[src/rtl/pwm_capture.sv]
`default_nettype none
// +--------------------------------------------------------------------------+
// | pwm_capture: measures high time, period and duty (%) of an async PWM line |
// | Rev 1.0                                                                   |
// +--------------------------------------------------------------------------+
module pwm_capture #(
  parameter int CNT_W       = 16,
  parameter int SYNC_STAGES = 2,
  parameter int TIMEOUT     = 50000
) (
  input  logic             clk,
  input  logic             rst,
  input  logic             pwm_in,
  output logic [CNT_W-1:0] high_cnt,
  output logic [CNT_W-1:0] period_cnt,
  output logic [6:0]       duty_pct,
  output logic             valid,
  output logic             overrun,
  output logic             stuck_hi,
  output logic             stuck_lo
);

  localparam int               c_DIV_W   = CNT_W + 7;
  localparam logic [CNT_W-1:0] c_TIMEOUT = CNT_W'(TIMEOUT);
  localparam logic [CNT_W-1:0] c_ONE     = CNT_W'(1);

  typedef enum logic [1:0] {
    WAIT_RISE = 2'd0,
    HIGH      = 2'd1,
    LOW       = 2'd2
  } state_t;

  state_t r_state, w_state_nxt;

  logic [SYNC_STAGES-1:0] r_sync;
  logic                   r_prev;
  logic                   w_s, w_rise, w_fall, w_edge;
  logic [CNT_W-1:0]       r_per, r_high, r_age;
  logic                   w_timeout, w_period_done, w_latch_high;
  logic                   w_launch, w_overrun, w_last, w_ge;
  logic                   r_busy;
  logic [2:0]             r_step;
  logic [c_DIV_W-1:0]     r_rem, r_dsh, w_rem_nxt, w_dividend;
  logic [5:0]             r_quo;
  logic [CNT_W-1:0]       r_op_high, r_op_per;

  assign w_s    = r_sync[SYNC_STAGES-1];
  assign w_rise = w_s & ~r_prev;
  assign w_fall = ~w_s & r_prev;
  assign w_edge = w_rise | w_fall;

  always_ff @(posedge clk or negedge rst) begin
    if (!rst) begin
      r_sync <= '0;
      r_prev <= 1'b0;
    end else begin
      r_sync <= {r_sync[SYNC_STAGES-2:0], pwm_in};
      r_prev <= w_s;
    end
  end

  // Edge age saturates at TIMEOUT so the stuck event fires exactly once per quiet spell
  assign w_timeout = !w_edge && (r_age == (c_TIMEOUT - c_ONE));

  always_ff @(posedge clk or negedge rst) begin
    if (!rst) begin
      r_age <= '0;
    end else if (w_edge) begin
      r_age <= '0;
    end else if (r_age != c_TIMEOUT) begin
      r_age <= r_age + c_ONE;
    end
  end

  always_ff @(posedge clk or negedge rst) begin
    if (!rst) r_state <= WAIT_RISE;
    else      r_state <= w_state_nxt;
  end

  always_comb begin
    w_state_nxt   = r_state;
    w_period_done = 1'b0;
    w_latch_high  = 1'b0;
    if (w_timeout) begin
      w_state_nxt = WAIT_RISE;
    end else begin
      case (r_state)
        WAIT_RISE: if (w_rise) w_state_nxt = HIGH;
        HIGH: if (w_fall) begin
          w_state_nxt  = LOW;
          w_latch_high = 1'b1;
        end
        LOW: if (w_rise) begin
          w_state_nxt   = HIGH;
          w_period_done = 1'b1;
        end
        default: w_state_nxt = WAIT_RISE;
      endcase
    end
  end

  // One counter serves both measurements: high time is sampled from it at the fall
  always_ff @(posedge clk or negedge rst) begin
    if (!rst) begin
      r_per  <= '0;
      r_high <= '0;
    end else begin
      if (w_rise) begin
        r_per <= c_ONE;
      end else if (r_state != WAIT_RISE && r_per != '1) begin
        r_per <= r_per + c_ONE;
      end
      if (w_latch_high) r_high <= r_per;
    end
  end

  assign w_launch   = w_period_done && !r_busy;
  assign w_overrun  = w_period_done && r_busy;
  assign w_last     = r_busy && (r_step == 3'd6);
  assign w_dividend = c_DIV_W'(r_high) * c_DIV_W'(100);
  assign w_ge       = (r_rem >= r_dsh);
  assign w_rem_nxt  = w_ge ? (r_rem - r_dsh) : r_rem;

  // Quotient never exceeds 127, so the divisor starts pre-shifted by 6 and 7 steps suffice
  always_ff @(posedge clk or negedge rst) begin
    if (!rst) begin
      r_busy    <= 1'b0;
      r_step    <= 3'd0;
      r_rem     <= '0;
      r_dsh     <= '0;
      r_quo     <= '0;
      r_op_high <= '0;
      r_op_per  <= '0;
    end else if (w_timeout) begin
      r_busy <= 1'b0;
    end else if (w_launch) begin
      r_busy    <= 1'b1;
      r_step    <= 3'd0;
      r_rem     <= w_dividend;
      r_dsh     <= {1'b0, r_per, 6'b0};
      r_quo     <= '0;
      r_op_high <= r_high;
      r_op_per  <= r_per;
    end else if (r_busy) begin
      r_rem  <= w_rem_nxt;
      r_dsh  <= r_dsh >> 1;
      r_quo  <= {r_quo[4:0], w_ge};
      r_step <= r_step + 3'd1;
      if (w_last) r_busy <= 1'b0;
    end
  end

  always_ff @(posedge clk or negedge rst) begin
    if (!rst) begin
      high_cnt   <= '0;
      period_cnt <= '0;
      duty_pct   <= 7'd0;
      valid      <= 1'b0;
      overrun    <= 1'b0;
      stuck_hi   <= 1'b0;
      stuck_lo   <= 1'b0;
    end else begin
      valid   <= 1'b0;
      overrun <= w_overrun;
      if (w_timeout) begin
        valid      <= 1'b1;
        high_cnt   <= '0;
        period_cnt <= '0;
        duty_pct   <= w_s ? 7'd100 : 7'd0;
        stuck_hi   <= w_s;
        stuck_lo   <= ~w_s;
      end else begin
        if (w_last) begin
          valid      <= 1'b1;
          high_cnt   <= r_op_high;
          period_cnt <= r_op_per;
          duty_pct   <= {r_quo, w_ge};
        end
        if (w_edge) begin
          stuck_hi <= 1'b0;
          stuck_lo <= 1'b0;
        end
      end
    end
  end

endmodule
`default_nettype wire
[config.mk]
export PLATFORM = sky130hd
export DESIGN_NAME = pwm_capture
export DESIGN_NICKNAME = d
export VERILOG_FILES = /design/src/rtl/pwm_capture.sv
export SDC_FILE = /design/constraint.sdc
export NUM_CORES = 1
export LEC_CHECK = 0
export CAP_MARGIN = 20
export CORE_ASPECT_RATIO = 0.9
export CORE_MARGIN = 10
export CORE_UTILIZATION = 40
export CTS_CLUSTER_DIAMETER = 40
export CTS_CLUSTER_SIZE = 40
export DETAILED_ROUTE_END_ITERATION = 8
export GPL_TIMING_DRIVEN = 0
export PLACE_DENSITY = 0.55
export SLEW_MARGIN = 10
export SYNTH_ARGS = -nofsm -noshare
export SYNTH_HDL_FRONTEND = slang
export SYNTH_SLANG_ARGS = --single-unit
[constraint.sdc]
create_clock -name clk -period 3.75 [get_ports clk]
set_input_delay 0.9375 -clock clk [delete_from_list [all_inputs] [get_ports clk]]
set_output_delay 0.9375 -clock clk [all_outputs]
set_load 0.01 [all_outputs]
==> results of run 1 <==
-- metrics by stage --
step / cell area (um^2) / TNS, ns / std cells / utilization / power [mW]
2_1_floorplan: 10400 / 0 / 1063 / - / 5.03
3_3_place_gp: 11300 / -1141.87 / 1450 / 0.444 / 5.94
3_5_place_dp: 11300 / -0.843 / 1451 / 0.446 / 5.98
4_1_cts: 11900 / 0 / 1483 / 0.471 / 7.95
5_1_grt: 12100 / -0.00266 / 1491 / 0.477 / 8.58
6_report: 12100 / 0 / 1492 / 0.477 / 7.96
-- kinds of logic after synthesis --
group	count (synthesis)	synth area share
buf+inv	132	0.0546
mux	47	0.0504
xor+xnor	57	0.0481
flops	183	0.441
compound gates	247	0.151
fa+ha+maj	93	0.121
simple gates	304	0.133
-- layout by cell type (no fill, tap or decap), types with 5 or more instances in the layout --
cell type and instances:
dfrtp_1 177, xor2_1 32, o21ai_0 68, nand4_1 19
clkbuf_1 32, a21o_1 14, a22o_1 23, o21a_1 7
buf_6 7, a22oi_1 15, buf_4 14, and2_1 5
inv_1 83, mux2i_1 5, nor2_1 75, nor3_1 14
a21oi_1 65, ha_1 78, nand3_1 20, nand2b_1 5
mux2_2 19, xnor2_1 24, and3_1 8, a211oi_1 8
dfrtp_2 6, nand2_1 136, clkbuf_16 17, o31ai_1 6
o21bai_1 5, clkdlybuf4s50_1 44, fa_1 11, mux2_1 23
-- power by group --
| part | total, mW | internal [mW] | switching, mW |
|---|---|---|---|
| registers | 2.62 | 2.34 | 0.280 |
| clock network | 1.90 | 1.08 | 0.824 |
| logic | 3.44 | 1.48 | 1.96 |
| total | 7.96 | 4.90 | 3.07 |
-- final timing paths --
check,start,endpoint,slack (ns),depth (start not counted)
worst max-delay path,r_high[1],r_rem[22],0.16,13
worst min-delay path,r_sync[0],r_sync[1],0.35,0
worst max register to register,r_high[1],r_rem[22],0.16,13
worst min register to register,r_sync[0],r_sync[1],0.35,0
max in group asynchronous,rst,r_high[6],2.26,2
min in group asynchronous,rst,r_dsh[1],0.48,1
-- critical path, delay by kind of cell (launching register included) --
kind,cells,cell delay [ns]
AO/OA/AOI/OAI,6,1.20
XOR/XNOR,1,0.22
adder cells (fa/ha/maj),4,1.37
buffers and inverters,1,0.18
flip-flops,1,0.44
AND/OR/NAND/NOR,1,0.07
-- per-layer routing --
metal	vias up	GRT usage	routed length (um)
met4	0	0.0440	301
met3	19	0.0326	1070
li1	3836	-	-
met5	-	0	0
met2	115	0.248	11800
met1	3866	0.238	13400
-- what timing repair did --
| action | 4_1_cts | 5_1_grt |
|---|---|---|
| pin swaps | 3 | 6 |
| resized for setup | 9 | 14 |
| setup buffers | 1 | 9 |
| endpoints found under the hold margin | 0 | 0 |
| hold buffers | 0 | 0 |
| setup endpoints to repair | 3 | 5 |
-- sequential cells by signal, summed over array words and instances, names as in the netlist, 2 cells and up --
signal and count:
r_op_per 16, r_state 2, r_age 16, r_step 3, r_quo 6, r_rem 23
r_high 16, r_dsh 22, r_per 16, high_cnt 16, period_cnt 16, r_sync 2
r_op_high 16, duty_pct 7
-- Yosys cell counts, types with 6 or more instances --
library cell,number,share of area
nand4_1,19,0.011
a21o_1,14,0.010
clkbuf_1,33,0.012
o21ai_0,69,0.033
o31ai_1,6,0.0043
a21oi_1,66,0.032
xnor2_1,24,0.020
fa_1,12,0.023
nor2_1,75,0.027
nand3_1,20,0.0096
xor2_1,33,0.028
inv_1,83,0.030
o21a_1,7,0.0051
mux2_2,19,0.021
ha_1,81,0.098
nor3_1,14,0.0068
o21bai_1,6,0.0043
buf_6,7,0.0076
a22oi_1,15,0.011
mux2_1,23,0.025
a211oi_1,10,0.0072
nand2_1,136,0.049
and3_1,8,0.0048
dfrtp_1,183,0.44
a22o_1,23,0.019
-- final cells by class --
class | instances | area (um^2)
Antenna cell | 1 | 2.50
Buffer | 46 | 244
Clock buffer | 19 | 443
Clock inverter | 13 | 168
Fill cell | 2466 | 13200
Inverter | 84 | 315
Multi-Input combinational cell | 748 | 5330
Sequential cell | 183 | 4590
Tap cell | 342 | 428
Timing Repair Buffer | 56 | 558
==> results.sh, run 1 <==
export IMPL_gr_total_overflow=0
export IMPL_critPathRequiredTime_ns=4.08
export IMPL_fin_hold_ws_ns=0.353
export IMPL_synth_flop_cell="dfrtp_1"
export IMPL_ioPinCount=46
export IMPL_ys_types=63
export IMPL_synth_avg_cell_area_um2=9.76
export IMPL_outcome="finished, final reports clean"
export IMPL_area_growth_pct=16.4
export IMPL_syn_nets=1159
export IMPL_synth_warnings=0
export IMPL_cap_violations=0
export IMPL_die_h_um=173
export IMPL_cp_start_kind="flop"
export IMPL_fin_ws_ns=0.157
export IMPL_synth_seq_cells=183
export IMPL_viasPerCell=5.25
export IMPL_vias=7836
export IMPL_period_needed_ns=3.59
export IMPL_slew_limit_headroom=0.450
export IMPL_path_common_cell="ha_1"
export IMPL_drtIter0Drc=439
export IMPL_tightest_slew_ns=0.825
export IMPL_ys_seq_area_frac=0.441
export IMPL_cts_tree="done"
export IMPL_max_freq_mhz=278
export IMPL_slowest_stage="fa_2"
export IMPL_wl_per_cell_um=17.8
export IMPL_grt_pass1_vias=7807
export IMPL_finalNetCount=1232
export IMPL_hold_path_class="reg2reg"
export IMPL_die_w_um=190
export IMPL_dp_hpwl_um=19800
export IMPL_synth_edf_count=0
export IMPL_synthArstFlopShare=1.00
export IMPL_post_route_drc_count=0
export IMPL_cts_htree_levels=4
export IMPL_final_layout_size_suffix_gt1_frac=0.0896
export IMPL_finClkSkew_ns=0.0105
export IMPL_setup_viol=0
export IMPL_first_pass_iters=5
export IMPL_hold_violations=0
export IMPL_grt_max_degree=110
export IMPL_fp_row_count=55
export IMPL_critPathArrivalTime_ns=3.93
export IMPL_vdd_drop_max_uv=283
export IMPL_cp_end_kind="flop"
export IMPL_finalCritPeriodShare=0.958
export IMPL_syn_cell_area_mm2=0.0104
export IMPL_gp_congestion=0.848
export IMPL_ant_nets=0
export IMPL_clk_latency_ns=0.44
export IMPL_p_leak_nw=5.69
export IMPL_grt_pass1_wl_um=43700
export IMPL_place_ws_ns=-0.516
export IMPL_drt_total_wl_um=26600
export IMPL_p_per_area_mw_per_mm2=659
export IMPL_cts_num_sinks=183
export IMPL_clk_path_buf_depth=2
export IMPL_cp_cell_sequence="ha_1, ha_1, ha_1, fa_2, a211oi_4, o21bai_4, o41ai_2, buf_4, a31oi_2, a31oi_2, xor2_2, nand2_1, o211a_1"
export IMPL_path_max_fanout=4
export IMPL_clockRootBuffer="clkbuf_16"
export IMPL_cts_inserted_buffers=17
export IMPL_grt_antenna_before_repair=0
export IMPL_start_util=0.410
export IMPL_dieArea_mm2=0.0328
export IMPL_clk_pin_slew_ns=0.07
export IMPL_critical_path_class="reg2reg"
export IMPL_slew_viol_final=0
export IMPL_grt_usage=0.166
export IMPL_core_mm2=0.0253
export IMPL_slowest_delay_ns=0.45
export IMPL_synthesis_instances=1063
export IMPL_place_port_buffers=45
No activity file was read; power rests on OpenSTA's default activity.
==> run 2, diff against run 1 <==
- CTS_CLUSTER_DIAMETER: 40 -> 120
==> results of run 2 <==
The final DEF is identical to that of run 1; final timing and power are the same.
